<file path="config.mk">
export PLATFORM = sky130hd
export DESIGN_NAME = nfp_shiftor_match_decoder
export DESIGN_NICKNAME = d
export VERILOG_FILES = /design/src/rtl/nfp_shiftor_match_decoder.sv
export SDC_FILE = /design/constraint.sdc
export NUM_CORES = 1
export LEC_CHECK = 0
export CELL_PAD_IN_SITES_DETAIL_PLACEMENT = 0
export CELL_PAD_IN_SITES_GLOBAL_PLACEMENT = 2
export CORE_ASPECT_RATIO = 0.75
export CORE_MARGIN = 2
export CORE_UTILIZATION = 35
export DETAILED_ROUTE_END_ITERATION = 10
export PLACE_DENSITY_LB_ADDON = 0.3
export SLEW_MARGIN = 20
export SYNTH_ARGS = -nofsm -noshare
export SYNTH_HDL_FRONTEND = slang
export SYNTH_SLANG_ARGS = --single-unit
export TNS_END_PERCENT = 10
</file>
<file path="constraint.sdc">
create_clock -name clk -period 7.2 [get_ports clk]
set_input_delay 0.72 -clock clk [delete_from_list [all_inputs] [get_ports clk]]
set_output_delay 0.72 -clock clk [all_outputs]
set_load 0.05 [all_outputs]
</file>
<file path="src/rtl/nfp_shiftor_match_decoder.sv">
// nfp_shiftor_match_decoder: turns shift-or state words into a serial stream of match byte offsets.
// Define NFP_DECODER_STATS_EN to add the stat_match_cnt / stat_drop_cnt counters.
module nfp_shiftor_match_decoder #(
    parameter int NFP_DWIDTH  = 128,
    parameter int FIFO_AWIDTH = 4,
    parameter int OFF_WIDTH   = 16
) (
    input  logic                  clk,
    input  logic                  rst_n,
    input  logic [NFP_DWIDTH-1:0] in_data,
    input  logic                  in_valid,
    input  logic                  in_last,
    output logic [OFF_WIDTH-1:0]  out_offset,
    output logic                  out_hit,
    output logic                  out_last,
    output logic                  out_valid,
    input  logic                  out_ready,
    output logic                  overflow
`ifdef NFP_DECODER_STATS_EN
    ,
    output logic [31:0]           stat_match_cnt,
    output logic [31:0]           stat_drop_cnt
`endif
);
    localparam int LANES = NFP_DWIDTH / 8;
    localparam int LW = $clog2(LANES);
    localparam int IW = OFF_WIDTH - LW;
    localparam int CW = FIFO_AWIDTH + 1;
    localparam logic [CW-1:0] DEPTH = CW'(1 << FIFO_AWIDTH);

    typedef enum logic {IDLE, EMIT} state_t;
    state_t state;

    logic [IW-1:0] word_cnt, s1_idx;
    logic [LANES-1:0] h_in, s1_h;
    logic s1_valid, s1_last;
    logic [LANES-1:0] mem_h [1<<FIFO_AWIDTH];
    logic [IW-1:0] mem_idx [1<<FIFO_AWIDTH];
    logic mem_last [1<<FIFO_AWIDTH];
    logic [FIFO_AWIDTH-1:0] wr_ptr, rd_ptr;
    logic [CW-1:0] count, count_nxt;
    logic [LANES-1:0] mask, rem, low, rest;
    logic [LW-1:0] lsb;
    logic push_req, full, fire, done, pop, push, drop;
    logic unused_data;

    assign unused_data = ^in_data;

    always_comb begin
        h_in = '0;
        for (int i = 0; i < LANES; i++) h_in[i] = ~in_data[8*i+7];
    end

    always_ff @(posedge clk or negedge rst_n) begin
        if (!rst_n) begin
            s1_valid <= 1'b0;
            s1_h     <= '0;
            s1_idx   <= '0;
            s1_last  <= 1'b0;
            word_cnt <= '0;
        end else begin
            s1_valid <= in_valid;
            if (in_valid) begin
                s1_h     <= h_in;
                s1_idx   <= word_cnt;
                s1_last  <= in_last;
                word_cnt <= in_last ? '0 : word_cnt + IW'(1);
            end
        end
    end

    // The FIFO head is the entry being emitted; mask records bits already sent.
    assign push_req   = s1_valid && (s1_h != '0 || s1_last);
    assign full       = count == DEPTH;
    assign rem        = mem_h[rd_ptr] & ~mask;
    assign low        = rem & (~rem + LANES'(1));
    assign rest       = rem & ~low;
    assign done       = rest == '0;
    assign out_valid  = state == EMIT;
    assign fire       = out_valid && out_ready;
    assign pop        = fire && done;
    assign push       = push_req && (!full || pop);
    assign drop       = push_req && full && !pop;
    assign count_nxt  = count + CW'(push) - CW'(pop);
    assign overflow   = drop;
    assign out_hit    = out_valid && rem != '0;
    assign out_last   = out_valid && mem_last[rd_ptr] && done;
    assign out_offset = out_hit ? {mem_idx[rd_ptr], lsb} : '0;

    always_comb begin
        lsb = '0;
        for (int i = LANES - 1; i >= 0; i--) if (rem[i]) lsb = LW'(i);
    end

    always_ff @(posedge clk) begin
        if (push) begin
            mem_h[wr_ptr]    <= s1_h;
            mem_idx[wr_ptr]  <= s1_idx;
            mem_last[wr_ptr] <= s1_last;
        end
    end

    always_ff @(posedge clk or negedge rst_n) begin
        if (!rst_n) begin
            count  <= '0;
            wr_ptr <= '0;
            rd_ptr <= '0;
            mask   <= '0;
            state  <= IDLE;
        end else begin
            count  <= count_nxt;
            wr_ptr <= push ? wr_ptr + FIFO_AWIDTH'(1) : wr_ptr;
            rd_ptr <= pop ? rd_ptr + FIFO_AWIDTH'(1) : rd_ptr;
            mask   <= pop ? '0 : fire ? (mask | low) : mask;
            state  <= count_nxt != '0 ? EMIT : IDLE;
        end
    end

`ifdef NFP_DECODER_STATS_EN
    always_ff @(posedge clk or negedge rst_n) begin
        if (!rst_n) begin
            stat_match_cnt <= '0;
            stat_drop_cnt  <= '0;
        end else begin
            if (fire && out_hit) stat_match_cnt <= stat_match_cnt + 32'd1;
            if (drop) stat_drop_cnt <= stat_drop_cnt + 32'd1;
        end
    end
`endif
endmodule

</file>
**Word level (Yosys, flattened, before mapping)**

Memory sizes are Yosys's and may differ from the RTL's.
Index checks and enable logic that the tools add are counted.
W data, S select, Z words.

- Memories kept: 3
- Bits in writable memories: 464
- Register bits after elaboration: 72
- Input bits: 133

- Reductions and logical operators: 18
- $add $sub $neg: 6
- Mux-type cells: 23
- Bitwise logic cells: 23
- Equal/unequal tests: 1

Memories:

| memory | words | width | read ports | clocked after Yosys merged registers in | write ports | line | source |
|---|---|---|---|---|---|---|---|
| mem_h | 16 | 16 | 1 | 0 | 1 | 37 | `logic [LANES-1:0] mem_h [1<<FIFO_AWIDTH];` |
| mem_idx | 16 | 12 | 1 | 0 | 1 | 38 | `logic [IW-1:0] mem_idx [1<<FIFO_AWIDTH];` |
| mem_last | 16 | 1 | 1 | 0 | 1 | 39 | `logic mem_last [1<<FIFO_AWIDTH];` |

Operator list:

| operator | number |
|---|---|
| $mux W4 | 16 |
| $and A16 B16 Y16 | 3 |
| $mux W16 | 3 |
| $not A16 Y16 | 3 |
| $reduce_bool A16 Y1 | 2 |
| $add A16 B1 Y16 const B | 1 |
| $logic_not A16 Y1 | 1 |
| $not A1 Y1 | 16 |
| $or A16 B16 Y16 | 1 |
| $add A12 B1 Y12 const B | 1 |
| $mux W12 | 1 |
| $logic_and A1 B1 Y1 | 9 |
| $add A4 B1 Y4 const B | 2 |
| $add A5 B1 Y5 | 1 |
| $eq A5 B5 Y1 const B | 1 |
| $reduce_bool A5 Y1 | 1 |
| $sub A5 B1 Y5 | 1 |
| $mux W1 | 3 |
| $logic_not A1 Y1 | 2 |
| $logic_or A1 B1 Y1 | 2 |
| $reduce_bool A2 Y1 | 1 |

**Longest topological paths before layout**

- Depth in word-level cells: 19
- Gate-level depth with buffers: 24
- Mapped depth without buffers: 17

**Least setup slack after synthesis**

No wires, ideal clock.

- Kind: register -> register
- From: register rd_ptr[1]
- To: memory mem_h[3][0] (netlist bit), enable pin
- Stages on the path, launching flop included: 13
- Buffers on the path: 4
- Data required time: 6.767 ns
- Clock period less this slack: 4.950 ns
- Slack: 2.250 ns
- Setup time: 0.433 ns
- Data arrival time: 4.517 ns
- Cells stage by stage: dfrtp_1 -> buf_6 -> buf_8 -> mux4_2 -> mux4_2 -> nor2b_1 -> buf_2 -> o31ai_2 -> a41oi_1 -> nor4_1 -> a21oi_2 -> buf_6 -> nor4_2

- Cells in the longest elaborated chain, start to end: 13

RTL lines:

| what | line | source |
|---|---|---|
| start, declared | 40 | `logic [FIFO_AWIDTH-1:0] wr_ptr, rd_ptr;` |
| start signal, assigned | 113 | `rd_ptr <= pop ? rd_ptr + FIFO_AWIDTH'(1) : rd_ptr;` |
| $mem_v2 Z16 W16 * | n/a |  |
| $and A16 B16 Y16 * | 75 | `assign rem = mem_h[rd_ptr] & ~mask;` |
| $not A16 Y16 | 76 | `assign low = rem & (~rem + LANES'(1));` |
| $add A16 B1 Y16 | 76 |  |
| $and A16 B16 Y16 | 76 |  |
| $not A16 Y16 | 77 | `assign rest = rem & ~low;` |
| $and A16 B16 Y16 * | 77 |  |
| $logic_not A16 Y1 * | 78 | `assign done = rest == '0;` |
| $logic_and A1 B1 Y1 * | 81 | `assign pop = fire && done;` |
| $logic_or A1 B1 Y1 * | 82 | `assign push = push_req && (!full \|\| pop);` |
| $logic_and A1 B1 Y1 * | 82 |  |
| $mux W1 * | 96 | `if (push) begin` |
| $mux W1 (implied by the code) * | 97 | `mem_h[wr_ptr] <= s1_h;` |
| end, declared | 37 |  |

Mark *: on every way between the ends. The rest lies on a longest branch, timed or not.

**Worst setup path after layout**

- From: register rd_ptr[1]
- To: output out_offset[0]

- Cells in the longest elaborated chain, start to end: 19

RTL lines:

| what | line | source |
|---|---|---|
| $mem_v2 Z16 W16 * | n/a |  |
| $and A16 B16 Y16 * | 75 |  |
| $mux W4 (16 in a row) | 92 | `for (int i = LANES - 1; i >= 0; i--) if (rem[i]) lsb = LW'(i);` |
| $mux W16 * | 88 | `assign out_offset = out_hit ? {mem_idx[rd_ptr], lsb} : '0;` |
| end, declared | 13 | `output logic [OFF_WIDTH-1:0] out_offset,` |

Marks and branches as above.

==> metrics <==
commonest cells in the netlist edfxtp_1, mux2i_1, dfrtp_1; Synth Area in Compound Gates 0.0631; Sink Count 536; Worst-Margin Slew slightly above 0.9 ns; FF+latch count, synth roughly 540; Max VDD drop between 0.0002 and 0.00025 V; Synth Area in XOR/XNOR 0.00514; Mean Syn Cell Area roughly 18 µm²; synthesized cell area approximately 22000 µm²; DR pass1 iterations 5; count of pins over their slew limit 0; Core Box Area approximately 60000 µm²; CTS hold repair buffers 0; clk slew on worst S/H paths roughly 0.07 ns; post-route insts no fill about 2100; overall power 9.91 mW; Vias about 11000; Post-synth ARST share 0.134; Antenna Diode Count 0; PD cells between 300 and 400 nW/µm²; DR iter-0 viols between 900 and 1000; clk root buf clkbuf_16; Routed wire per std cell between 20 and 25 µm; I/O pin count roughly 150; Area contributors post-synth edfxtp_1, dfrtp_1, mux4_2, mux2i_1, nor2_1; warnings from Yosys 0; Hold WS about 0.049 ns; chip height approximately 220 µm; pin count of the biggest net entering global routing 62; mux cell area share after synthesis 0.129; GRT Overall Usage 0.169; Mapped Cells around 1200; Die W approximately 290 µm; Filler cells approximately 5500; HPWL Detailed slightly above 30 mm; Top FF cell, synth edfxtp_1; FP Rows between 70 and 80; DIE AREA approximately 64000 µm²; syn nets between 1000 and 1500; Final Cycle Share 0.878; critical path type register to output port; max cap viols 0; Netlist cell types roughly 80; gr ovfl total 0; crit-path max FO 44; number of global-route vias before repair 11300; Lkg Pwr approximately 8.4 nW; Routed Antenna Nets 0; Worst-Skew Late Latency around 0.6 ns; sequential share of the synthesized area 0.726; endpoint class of the critical path output port; worst min path class primary input to asynchronous set/reset pin; Fin. Hold Viols 0; CP Launch Type register; largest family of logic cells by synthesized area multiplexers; drt drc 0; WL final about 53 mm; clock skew approximately 0.024 ns; H-tree depth 2; worst endpoint data arrival time about 5.6 ns; Adder-Cell Fraction of Synth Area 0.00877; cell type with the highest aggregate area in the netlist edfxtp_1; post-CTS sizing 0; leading cell type by number of instances after synthesis edfxtp_1; Layout area overhead 16.1%; max frequency 158 MHz; setup TNS 0 ns; Tmin final 6.32 ns; post-layout util 0.414; EDFF count, synth 464; postcts setup bufs 0; starting density of the core 0.356; Nets around 1400; Setup Viol. Count Final 0; Placed Cells between 2000 and 2500; GP Congestion between 0.7 and 0.8; input/output buffers 40; status finished, final reports clean; layout cells sized above 1 0.188; worst path required time approximately 6.5 ns; Max Buffers Root-to-Sink 3; total CTS buffers 54; initial antenna violation count 1; Vias/cell approximately 5.3; RSZ-0062 raised after global routing false; Slew headroom 0.388; first-pass GRT wire length 78.6 mm; CTS tree built; post-synth top area share 0.643; Post-Synth Simple-Gate Area 0.0445
==> cells in the final DEF, fill, tap and decap left out, drive strengths merged, types with 13 or more instances in the layout <==
cell type | netlist | layout
mux4 | 69 | 69
o221ai | 26 | 26
mux2 | 19 | 19
a21oi | 33 | 33
o22ai | 15 | 15
nand2 | 46 | 46
edfxtp | 464 | 464
a22oi | 24 | 24
dfrtp | 72 | 72
mux2i | 103 | 103
clkdlybuf4s50 | 0 | 38
nor2 | 70 | 70
inv | 28 | 31
clkbuf | 29 | 79
nand3 | 13 | 13
buf | 36 | 39
==> registers in the layout, indices dropped and copies added, names as in the netlist <==
register	flops
mem_h	256
mem_idx	192
mask	16
mem_last	16
s1_h	16
s1_idx	12
word_cnt	12
count	5
rd_ptr	4
wr_ptr	4
out_valid	1
s1_last	1
s1_valid	1
==> stage by stage <==
stage / worst slack (ns) / instance area, µm²
floorplan: 2.25 / 21700
global placement: 1.51 / 23300
detailed placement: 1.50 / 23300
CTS: 0.796 / 25200
global route: 0.547 / 25200
finish: 0.881 / 25200
==> cells by family after synthesis <==
logic type / after synthesis
buffers and inverters: 93
adder cells (fa/ha/maj): 15
AND/OR/NAND/NOR: 197
AO/OA/AOI/OAI: 182
multiplexers: 191
flip-flops: 536
XOR/XNOR: 11
==> cell type report <==
type | instances | area (µm²) | share of cell area
sequential | 536 | 15700 | 0.625
multi-input combinational | 596 | 5580 | 0.222
clock buffer | 79 | 1590 | 0.0631
tap | 800 | 1000 | 0.0397
timing repair buffer | 77 | 833 | 0.0331
clock inverter | 22 | 328 | 0.0130
inverter | 28 | 105 | 0.00417
==> path summary, 6_finish.rpt <==
path / from / endpoint / slack [ns] / depth (start not counted)
worst max register to register: rd_ptr[1] / out_valid / 1.48 / 18
worst min register to register: mask[1] / mask[1] / 0.50 / 2
max in group asynchronous: rst_n / rd_ptr[0] / 6.00 / 2
worst max-delay path: rd_ptr[1] / out_offset[0] / 0.88 / 11
worst min-delay path: rst_n / s1_idx[3] / 0.05 / 1
min in group clk: mask[1] / mask[1] / 0.50 / 2
==> worst max-delay path, cell delays in order (launching register included) <==
cell,delay (ns)
dfrtp_4,0.78
buf_12,0.31
nor2b_1,0.66
a221oi_1,0.27
a32oi_1,0.40
and2_4,0.27
nand3_1,0.34
o41ai_4,0.45
buf_4,0.35
inv_1,0.16
and3_1,0.24
clkdlybuf4s50_1,0.71
==> where the power goes <==
group | internal, mW | switching (mW) | total, mW
Clock | 1.82 | 1.18 | 2.99
Sequential | 3.83 | 0.336 | 4.16
Combinational | 1.10 | 1.66 | 2.76
Total | 6.74 | 3.17 | 9.91
==> routing by layer <==
metal | global-route usage | up-vias | wire [µm]
met1 | 0.243 | 5918 | 24800
met2 | 0.268 | 281 | 24700
met3 | 0.0307 | 72 | 2940
met4 | 0.0407 | 0 | 983
met5 | 0 | - | 0
li1 | - | 5058 | -
(Power assumes the default switching activity.)
